==> config.mk <==
export PLATFORM = sky130hd
export DESIGN_NAME = qpmm_issue_seq_flat
export DESIGN_NICKNAME = d
export VERILOG_FILES = /design/src/rtl/qpmm_pkg.sv /design/src/rtl/qpmm_issue_seq_if.sv /design/src/rtl/qpmm_tag_pipe.sv /design/src/rtl/qpmm_issue_seq.sv /design/src/flat_wrapper.sv
export SDC_FILE = /design/constraint.sdc
export NUM_CORES = 1
export LEC_CHECK = 0
export CORE_ASPECT_RATIO = 1.2
export CORE_UTILIZATION = 35
export CTS_BUF_LIST = sky130_fd_sc_hd__clkbuf_8
export DETAILED_ROUTE_END_ITERATION = 12
export PLACE_DENSITY = 0.53
export SLEW_MARGIN = 40
export SYNTH_ARGS = -nofsm -noshare
export SYNTH_HDL_FRONTEND = slang
export SYNTH_HIERARCHICAL = 1
export SYNTH_SLANG_ARGS = --single-unit
==> constraint.sdc <==
create_clock -name clk -period 11.3 [get_ports clk]
set_clock_uncertainty 0.15 [all_clocks]
set_input_delay 2.825 -clock clk [delete_from_list [all_inputs] [get_ports clk]]
set_output_delay 2.825 -clock clk [all_outputs]
set_load 0.01 [all_outputs]
==> src/rtl/qpmm_pkg.sv <==
// rtl/qpmm_pkg.sv - shared constants, tag type and helpers for the QPMM issue sequencer
package qpmm_pkg;

  localparam int ADDR_W   = 8;
  localparam int RAM_LAT  = 3;
  localparam int QPMM_LAT = 32;
  localparam int PIPE_LAT = 1 + RAM_LAT + QPMM_LAT;
  localparam int CNT_W    = $clog2(PIPE_LAT + 1);

  // Tag stage whose valid bit marks A/B arriving at the multiplier inputs.
  localparam int OPV_STAGE = 1 + RAM_LAT - 1;

  typedef struct packed {
    logic              v;
    logic [ADDR_W-1:0] dst;
  } qpmm_tag_t;

  // True when a live tag will write back to either source address.
  function automatic logic tag_hit(input qpmm_tag_t t,
                                   input logic [ADDR_W-1:0] src_a,
                                   input logic [ADDR_W-1:0] src_b);
    return t.v && ((t.dst == src_a) || (t.dst == src_b));
  endfunction

endpackage

==> src/rtl/qpmm_issue_seq_if.sv <==
// rtl/qpmm_issue_seq_if.sv - command and RAM/write-back control bundle of the issue sequencer
interface qpmm_issue_seq_if;

  logic                              cmd_valid;
  logic                              cmd_ready;
  logic [qpmm_pkg::ADDR_W-1:0]       cmd_src_a;
  logic [qpmm_pkg::ADDR_W-1:0]       cmd_src_b;
  logic [qpmm_pkg::ADDR_W-1:0]       cmd_dst;
  logic [qpmm_pkg::ADDR_W-1:0]       ram0_raddr;
  logic [qpmm_pkg::ADDR_W-1:0]       ram1_raddr;
  logic                              op_valid;
  logic [qpmm_pkg::ADDR_W-1:0]       wb_addr;
  logic                              wb_we;
  logic [qpmm_pkg::CNT_W-1:0]        inflight_cnt;
  logic                              busy;

  // Command producer side.
  modport master (
    output cmd_valid, cmd_src_a, cmd_src_b, cmd_dst,
    input  cmd_ready, ram0_raddr, ram1_raddr, op_valid, wb_addr, wb_we, inflight_cnt, busy
  );

  // Sequencer side.
  modport slave (
    input  cmd_valid, cmd_src_a, cmd_src_b, cmd_dst,
    output cmd_ready, ram0_raddr, ram1_raddr, op_valid, wb_addr, wb_we, inflight_cnt, busy
  );

endinterface

==> src/rtl/qpmm_tag_pipe.sv <==
// rtl/qpmm_tag_pipe.sv - PIPE_LAT-deep tag shift register with every stage exposed
module qpmm_tag_pipe
  import qpmm_pkg::*;
(
  input  logic                     clk,
  input  logic                     rst,
  input  qpmm_tag_t                tag_in,
  output qpmm_tag_t [PIPE_LAT-1:0] stages
);

  // Shift one stage per cycle; index 0 is the newest tag, reset clears every valid bit.
  always_ff @(posedge clk or posedge rst) begin
    if (rst) begin
      stages <= '0;
    end else begin
      stages <= {stages[PIPE_LAT-2:0], tag_in};
    end
  end

endmodule

==> src/rtl/qpmm_issue_seq.sv <==
// rtl/qpmm_issue_seq.sv - QPMM command sequencer; optional RAW interlock under QPMM_ISSUE_HAZARD_EN
module qpmm_issue_seq
  import qpmm_pkg::*;
(
  input  logic           clk,
  input  logic           rst,
  qpmm_issue_seq_if.slave bus
);

  qpmm_tag_t [PIPE_LAT-1:0] stages;
  qpmm_tag_t                tag_in;
  logic                     hazard;
  logic                     accept;
  logic                     retire;
  logic [ADDR_W-1:0]        ram0_raddr_q;
  logic [ADDR_W-1:0]        ram1_raddr_q;
  logic [CNT_W-1:0]         cnt_q;

`ifdef QPMM_ISSUE_HAZARD_EN
  // Stall while any pending product (not the one writing back this cycle) targets a source address.
  always_comb begin
    hazard = 1'b0;
    for (int i = 0; i < PIPE_LAT - 1; i++) begin
      if (tag_hit(stages[i], bus.cmd_src_a, bus.cmd_src_b)) begin
        hazard = 1'b1;
      end
    end
  end
`else
  // Software spaces dependent commands, so the pipe is never inspected for conflicts.
  assign hazard = 1'b0;
  logic unused_tags;
  assign unused_tags = ^stages;
`endif

  assign bus.cmd_ready = !rst && !hazard;
  assign accept        = bus.cmd_valid && bus.cmd_ready;
  assign retire        = stages[PIPE_LAT-1].v;

  // Accepted commands enter the pipe as live tags, idle cycles as bubbles.
  always_comb begin
    tag_in.v   = accept;
    tag_in.dst = accept ? bus.cmd_dst : '0;
  end

  qpmm_tag_pipe u_tag_pipe (
    .clk    (clk),
    .rst    (rst),
    .tag_in (tag_in),
    .stages (stages)
  );

  // Read addresses follow the latest accepted command and hold in between.
  always_ff @(posedge clk or posedge rst) begin
    if (rst) begin
      ram0_raddr_q <= '0;
      ram1_raddr_q <= '0;
    end else if (accept) begin
      ram0_raddr_q <= bus.cmd_src_a;
      ram1_raddr_q <= bus.cmd_src_b;
    end
  end

  // Count products between accept and write-back; simultaneous accept and retire cancel.
  always_ff @(posedge clk or posedge rst) begin
    if (rst) begin
      cnt_q <= '0;
    end else begin
      case ({accept, retire})
        2'b10:   cnt_q <= cnt_q + CNT_W'(1);
        2'b01:   cnt_q <= cnt_q - CNT_W'(1);
        default: cnt_q <= cnt_q;
      endcase
    end
  end

  assign bus.ram0_raddr   = ram0_raddr_q;
  assign bus.ram1_raddr   = ram1_raddr_q;
  assign bus.op_valid     = stages[OPV_STAGE].v;
  assign bus.wb_we        = stages[PIPE_LAT-1].v;
  assign bus.wb_addr      = stages[PIPE_LAT-1].dst;
  assign bus.inflight_cnt = cnt_q;
  assign bus.busy         = (cnt_q != '0);

endmodule
==> src/flat_wrapper.sv <==
// flat-port wrapper written by rule: the top's interface ports become plain ports
module qpmm_issue_seq_flat import qpmm_pkg::*;
  (clk, rst, bus_cmd_valid, bus_cmd_src_a, bus_cmd_src_b, bus_cmd_dst, bus_cmd_ready, bus_ram0_raddr, bus_ram1_raddr, bus_op_valid, bus_wb_addr, bus_wb_we, bus_inflight_cnt, bus_busy);
  qpmm_issue_seq_if bus_i ();
  input  logic clk;
  input  logic rst;
  input wire logic [$bits(bus_i.cmd_valid)-1:0] bus_cmd_valid;
  input wire logic [$bits(bus_i.cmd_src_a)-1:0] bus_cmd_src_a;
  input wire logic [$bits(bus_i.cmd_src_b)-1:0] bus_cmd_src_b;
  input wire logic [$bits(bus_i.cmd_dst)-1:0] bus_cmd_dst;
  output wire logic [$bits(bus_i.cmd_ready)-1:0] bus_cmd_ready;
  output wire logic [$bits(bus_i.ram0_raddr)-1:0] bus_ram0_raddr;
  output wire logic [$bits(bus_i.ram1_raddr)-1:0] bus_ram1_raddr;
  output wire logic [$bits(bus_i.op_valid)-1:0] bus_op_valid;
  output wire logic [$bits(bus_i.wb_addr)-1:0] bus_wb_addr;
  output wire logic [$bits(bus_i.wb_we)-1:0] bus_wb_we;
  output wire logic [$bits(bus_i.inflight_cnt)-1:0] bus_inflight_cnt;
  output wire logic [$bits(bus_i.busy)-1:0] bus_busy;
  assign bus_i.cmd_valid = bus_cmd_valid;
  assign bus_i.cmd_src_a = bus_cmd_src_a;
  assign bus_i.cmd_src_b = bus_cmd_src_b;
  assign bus_i.cmd_dst = bus_cmd_dst;
  assign bus_cmd_ready = bus_i.cmd_ready;
  assign bus_ram0_raddr = bus_i.ram0_raddr;
  assign bus_ram1_raddr = bus_i.ram1_raddr;
  assign bus_op_valid = bus_i.op_valid;
  assign bus_wb_addr = bus_i.wb_addr;
  assign bus_wb_we = bus_i.wb_we;
  assign bus_inflight_cnt = bus_i.inflight_cnt;
  assign bus_busy = bus_i.busy;
  qpmm_issue_seq u_core (.clk(clk), .rst(rst), .bus(bus_i));
endmodule
Yosys cells after proc, flatten, opt, wreduce, memory -nomap -nowiden
Index checks and enable logic that the tools add are counted.

Logic and storage cells: 85. Flip-flop bits (word level): 346. Input port bits: 27.

Eq/ne operators: 2. Reductions and logical operators: 4. Mux-type cells: 2. Add/sub/neg operators: 2.

Operator list (number): $pmux 6 s2 (1); $mux 8 (1); $add 6x1->6 const B (1); $reduce_bool 6->1 (1); $sub 6x1->6 const B (1); $eq 2x1->1 const B (1); $eq 2x2->1 const B (1); $reduce_bool 2->1 (1); $logic_and 1x1->1 (1); $logic_not 1->1 (1).

Longest topological paths before layout
Gate-level depths: netlist of run 1.

Depth after elaboration: 4. Mapped depth: 12. Mapped depth without buffers: 9.

Hierarchy
The synthesis of run 1 kept the hierarchy.

By module, submodules not included: qpmm_tag_pipe (sequential area each 8107.8 sq um, cells an instance 325, area an instance 8111.5 sq um, times used 1); qpmm_issue_seq (sequential area each 550.5 sq um, cells an instance 98, area an instance 1158.6 sq um, times used 1).

Least setup slack after synthesis of run 1
Ideal clock, no wire load.

Path type: in2out. Start: input rst. End: output bus_cmd_ready. Stages: 1. Setup slack: 4980 ps. Arrival time: 3345 ps. Buffers on the path: 0. Required time: 8325 ps. Cells stage by stage: inv_1.

Cells in the longest elaborated chain, start to end: 1.

RTL lines: start, declared (line flat_wrapper.sv:6) `input logic rst;`; $logic_not 1->1 (line qpmm_issue_seq.sv:36) `assign bus.cmd_ready = !rst && !hazard;`; end, declared (line flat_wrapper.sv:11) `output wire logic [$bits(bus_i.cmd_ready)-1:0] bus_cmd_ready;`.

Every way passes these cells.

Final worst setup path of run 1
Ends and elaborated chain as after synthesis.

==> metrics.cfg, run 1 <==
[cts]
root_buffer=clkbuf_8
clock-sinks=346
insertion_delay_ns=0.56
clk_pin_slew_ns=0.06
h-tree-depth=2
hold_buffers=0
cts_setup_buffers=0
cts_tree=yes
cts_buffer_depth=3
cts_resized=0
numCtsBuffers=51

[power_and_ir_drop]
leakagePower_nw=5.72
switchingPower_uw=547
ir_drop_mv=0.0961
pwr-share-seq_pct=53.3
pwr-share-clk_pct=41.2
power_density_nw_per_um2=221
p_int_mw=1.98
total_power_mw=2.52
pwr-share-comb_pct=5.5
swShare_pct=21.7

[run]
max-cap-violations=0

[timing]
fin_crit_ns=7.40
rsz0062_at_grt=false
hold_violations=0
setup_violations=0
fin_ws_ns=3.90
slew_violations=0
maxSlewHeadroom_pct=59.2
fin_crit_sh_pct=65.5
max_freq_ghz=0.135
worst_slew_pin_slew_ns=0.611
finalSetupTns_ns=0

[yosys]
synth-seq-cells=346
syn_nets=453
ys_top_cells_by_area=dfrtp_1 (93%), mux2_1 (1.2%), mux2_2 (0.85%)
ys_seq_area_share_pct=93.4
synth_largest_area_cell=dfrtp_1
synth_area_um2=9270
ys_types=36
synth_edf_count=0
synth_ff_type=dfrtp_1
netlist_top_cells_count=dfrtp_1 (346), mux2_1 (10), and2_1 (8)
yosys_warnings=6
synth_most_common_cell=dfrtp_1
avgSynthCellArea_um2=21.9
async_flop_share_pct=100
synth.top_cell.area_share_pct=93.4
syn_inst=423

[global_route]
antenna_found_initial=0
grt_max_degree=123
grt_pass1_vias=4057
grt_usage_pct=9.11
grt_pass1_wl_um=19900
overflow=0

[setup_path]
cpPeakStageDelay_ns=0.63
required_ns=8.33
cp.arrival_ns=4.42
cpMostUsedCell=clkdlybuf4s50_1
slowest_stage=clkdlybuf4s50_1
endpoint_kind=output pin
path_max_fanout=23
path_cells=clkdlybuf4s50_1 -> inv_2 -> clkdlybuf4s50_1
criticalPathCategory=primary input to output pin
worstSetupStartpointType=primary input

[layout]
nNetsFinal=560
drive_gt1_share_pct=16.2
final_cell_count_no_fill=899
diodes=0
synthToLayoutAreaGrowth_pct=23.2
fillCellCount=2208
finalInstanceArea_um2=11400

[drt]
dr.pass1.iters=4
ant_nets=0
wl_per_cell_um=12.3
drt_iter0_drc=151
drc_errors=0
wl_um=11100
via_per_inst=4.12
vias=3705

[place]
globalplace.congestion=0.684
pre_cts_slack_ns=3.54
dpl_cell_area_um2=10300
place_inst=807
io_buffers=60
dpl.hpwl_um=5540

[floorplan]
start_util_pct=36.0
ios=61
die_area_um2=27100
row_count=64
die_h_um=180
die_w_um=151
core-area_um2=25800

[min_path]
worstHoldPathType=flip-flop to flip-flop

[outcome]
status=completed

area by class of cell:
class,count,area (µm²),share of cell area (%)
tap,330,413,3.62
timing repair buffer,63,659,5.77
multi-input combinational,62,546,4.78
sequential,346,8660,75.8
clock inverter,25,196,1.72
inverter,6,26.3,0.230
clock buffer,67,922,8.07
through the flow:
step	hold slack [ns]	utilization (%)
2_1_floorplan	0.181	-
3_3_place_gp	0.182	39.8
3_5_place_dp	0.185	39.9
4_1_cts	0.176	44.3
5_1_grt	0.195	44.3
6_report	0.184	44.3
cell usage in the layout (no fill, tap or decap), types with 3 or more instances in the layout:
cell type and n:
dfrtp_1 346, clkinv_2 3, inv_1 21, clkdlybuf4s50_1 60, ha_1 3, xnor2_1 3, mux2_2 7, clkbuf_8 67
xor2_1 4, bufinv_16 3, mux2_1 10, and2_1 8
layer usage:
metal | part of all wire [%] | track usage, %
met3 | 7.4 | 3.65
met5 | 0 | 0
met4 | 4.2 | 4.97
met1 | 44 | 12.5
met2 | 44 | 12.3
kinds of logic after synthesis:
group	after synthesis	share of synthesized area, %
adders and majority gates	3	0.405
DFF	346	93.4
buffers and inverters	15	0.796
and+or+nand+nor	23	1.70
AOI/OAI and AO/OA	12	0.972
muxes	17	2.07
xor gates and xnor gates	7	0.661
power by group through the flow:
stage | Sequential, mW | Clock (mW) | Combinational (mW)
floorplan | 1.36 | 0 | 0.0815
global placement | 1.36 | 0 | 0.132
detailed placement | 1.37 | 0 | 0.141
CTS | 1.34 | 1.08 | 0.142
global route | 1.35 | 1.14 | 0.153
finish | 1.34 | 1.04 | 0.140
critical path: cells and delay by family:
| family | cells | cell delay [ns] |
|---|---|---|
| buf+inv | 3 | 1.60 |
path summary, 6_finish.rpt:
kind	start	to	slack, ns	depth (start not counted)
setup / recovery	rst	bus_cmd_ready	3.90	3
hold / removal	u_core/u_tag_pipe/stages[182]	u_core/u_tag_pipe/stages[191]	0.18	0
setup reg to reg	u_core/u_tag_pipe/stages[323]	u_core/bus.inflight_cnt[5]	9.18	5
hold reg to reg	u_core/u_tag_pipe/stages[182]	u_core/u_tag_pipe/stages[191]	0.18	0
max in group asynchronous	rst	u_core/u_tag_pipe/stages[320]	6.35	5
min in group asynchronous	rst	u_core/bus.inflight_cnt[2]	2.64	2
state kept, by name (all words and copies together) (netlist names):
register	cells
u_core/bus.ram0_raddr	8
u_core/bus.inflight_cnt	6
u_core/bus.ram1_raddr	8
u_core/u_tag_pipe/stages	324
(Power assumes the default switching activity.)
==> inputs of run 2 (changes only) <==
Clock period 11.3 ns to 6.1 ns, I/O delays scaled along.
==> metrics.cfg, run 2 (same netlist as run 1, synthesis figures left out) <==
[drt]
drc_errors=0  ; unchanged
wl_um=11200  ; +1.3%
ant_nets=0  ; unchanged
dr.pass1.iters=4  ; unchanged
drt_iter0_drc=131  ; -13%
via_per_inst=4.08  ; -1.0%
vias=3688  ; -0.46%
wl_per_cell_um=12.4  ; +0.72%

[layout]
largest_register_ffs=324  ; unchanged
fillCellCount=2241  ; +1.5%
finalInstanceArea_um2=11400  ; -0.50%
regArea_um2=8660  ; unchanged
mostFrequentLayoutCells=dfrtp_1 (346), clkbuf_8 (64), clkdlybuf4s50_1 (60)
drive_gt1_share_pct=16.4  ; +0.21 points
final_common_cell=dfrtp_1
synthToLayoutAreaGrowth_pct=22.6
largest-register=u_core/u_tag_pipe/stages
fin_util_pct=44.1  ; -0.22 points
nNetsFinal=564  ; +0.71%
multi_input_area_um2=541  ; -0.92%
final_cell_count_no_fill=904  ; +0.56%
diodes=0  ; unchanged

[global_route]
grt_usage_pct=9.20  ; +0.084 points
antenna_found_initial=0  ; unchanged
grt_pass1_wl_um=20300  ; +2.1%
grt_max_degree=93  ; -24%
overflow=0  ; unchanged
grt_pass1_vias=4287  ; +5.7%

[cts]
cts_tree=yes
clock-sinks=346  ; unchanged
cts_setup_buffers=0  ; unchanged
clk_pin_slew_ns=0.06  ; about the same
numCtsBuffers=51  ; unchanged
insertion_delay_ns=0.55  ; about the same
root_buffer=clkbuf_8
h-tree-depth=2  ; unchanged
hold_buffers=0  ; unchanged
cts_buffer_depth=3  ; unchanged
cts_resized=0  ; unchanged

[timing]
fin_crit_sh_pct=71.0
maxSlewHeadroom_pct=53.8  ; -5.4 points
finalSetupTns_ns=0  ; unchanged
slew_violations=0  ; unchanged
hold_violations=0  ; unchanged
worst_slew_pin_slew_ns=0.693  ; +0.0821 ns
fin_crit_ns=4.33
max_freq_ghz=0.231
rsz0062_at_grt=false
setup_violations=0  ; unchanged

[floorplan]
ios=61  ; unchanged
die_w_um=151  ; unchanged
row_count=64  ; unchanged
core-area_um2=25800  ; unchanged
start_util_pct=36.0  ; unchanged
die_h_um=180  ; unchanged
die_area_um2=27100  ; unchanged

[run]
max-cap-violations=0  ; unchanged

[power_and_ir_drop]
power_density_nw_per_um2=396  ; +79%
leakagePower_nw=5.70  ; -0.28%
ir_drop_mv=0.187  ; +95%

[place]
place_inst=811  ; +0.50%
io_buffers=60  ; unchanged
globalplace.congestion=0.679  ; -0.70%
dpl_cell_area_um2=10300  ; +0.44%
dpl.hpwl_um=5880  ; +6.0%

[setup_path]
cp.arrival_ns=2.65  ; -1.77 ns
path_buf_inv=3  ; unchanged
required_ns=4.43  ; -3.90 ns
endpoint_kind=output pin
cpMostUsedCell=clkdlybuf4s50_1
path_max_fanout=3  ; -87%
worstSetupStartpointType=primary input
path_cells=clkdlybuf4s50_1 -> inv_1 -> clkdlybuf4s50_1
slowest_stage=clkdlybuf4s50_1
criticalPathCategory=primary input to output pin
cp_top_family=buffers and inverters
cpPeakStageDelay_ns=0.53  ; -0.10 ns

[min_path]
worstHoldPathType=flip-flop to flip-flop

[outcome]
status=completed

run 2: cell count changes in the layout (fill, tap and decap cells not counted), moves of 3 or more:
cell,previous run,this run
clkbuf_8,67,64
buf_4,0,4
clkinv_2,3,7
inv_1,21,24
bufinv_16,3,0
run 2: path summary, 6_finish.rpt:
path                                               start                             to  slack (ns)  cells after the start
max                                                  rst                  bus_cmd_ready        1.77                      3
min                        u_core/u_tag_pipe/stages[228]  u_core/u_tag_pipe/stages[237]        0.18                      0
max reg2reg                u_core/u_tag_pipe/stages[323]     u_core/bus.inflight_cnt[4]        3.98                      7
min reg2reg                u_core/u_tag_pipe/stages[228]  u_core/u_tag_pipe/stages[237]        0.18                      0
max in group asynchronous                            rst  u_core/u_tag_pipe/stages[230]        3.16                      5
min in group asynchronous                            rst  u_core/u_tag_pipe/stages[296]        1.22                      2
run 2: stage by stage:
step	hold WS, ns	power, mW	worst slack, ns
2_1_floorplan	0.181	2.66	0.102
3_3_place_gp	0.182	2.77	1.77
3_5_place_dp	0.185	2.79	1.77
4_1_cts	0.177	4.59	1.76
5_1_grt	0.196	4.73	1.70
6_report	0.184	4.50	1.77
run 2: report_power, final:
group	total, mW	switching (mW)	internal [mW]
registers	2.49	0.0755	2.41
clock network	1.75	0.800	0.949
logic	0.261	0.125	0.136
run 2: routing by layer:
| metal | vias to the layer above | global-route usage (%) | routed length [µm] |
|---|---|---|---|
| met4 | 0 | 5.05 | 355 |
| met5 | - | 0 | 0 |
| met2 | 121 | 13.0 | 4950 |
| met3 | 38 | 3.14 | 759 |
| met1 | 1945 | 12.4 | 5160 |
| li1 | 1584 | - | - |
run 2: area by class of cell:
cell class	count	share of cell area, %
clock buffer	64	7.75
clock inverter	29	1.22
inverter	6	0.231
multi-input combinational	62	4.76
sequential	346	76.2
tap	330	3.63
timing repair buffer	67	6.21
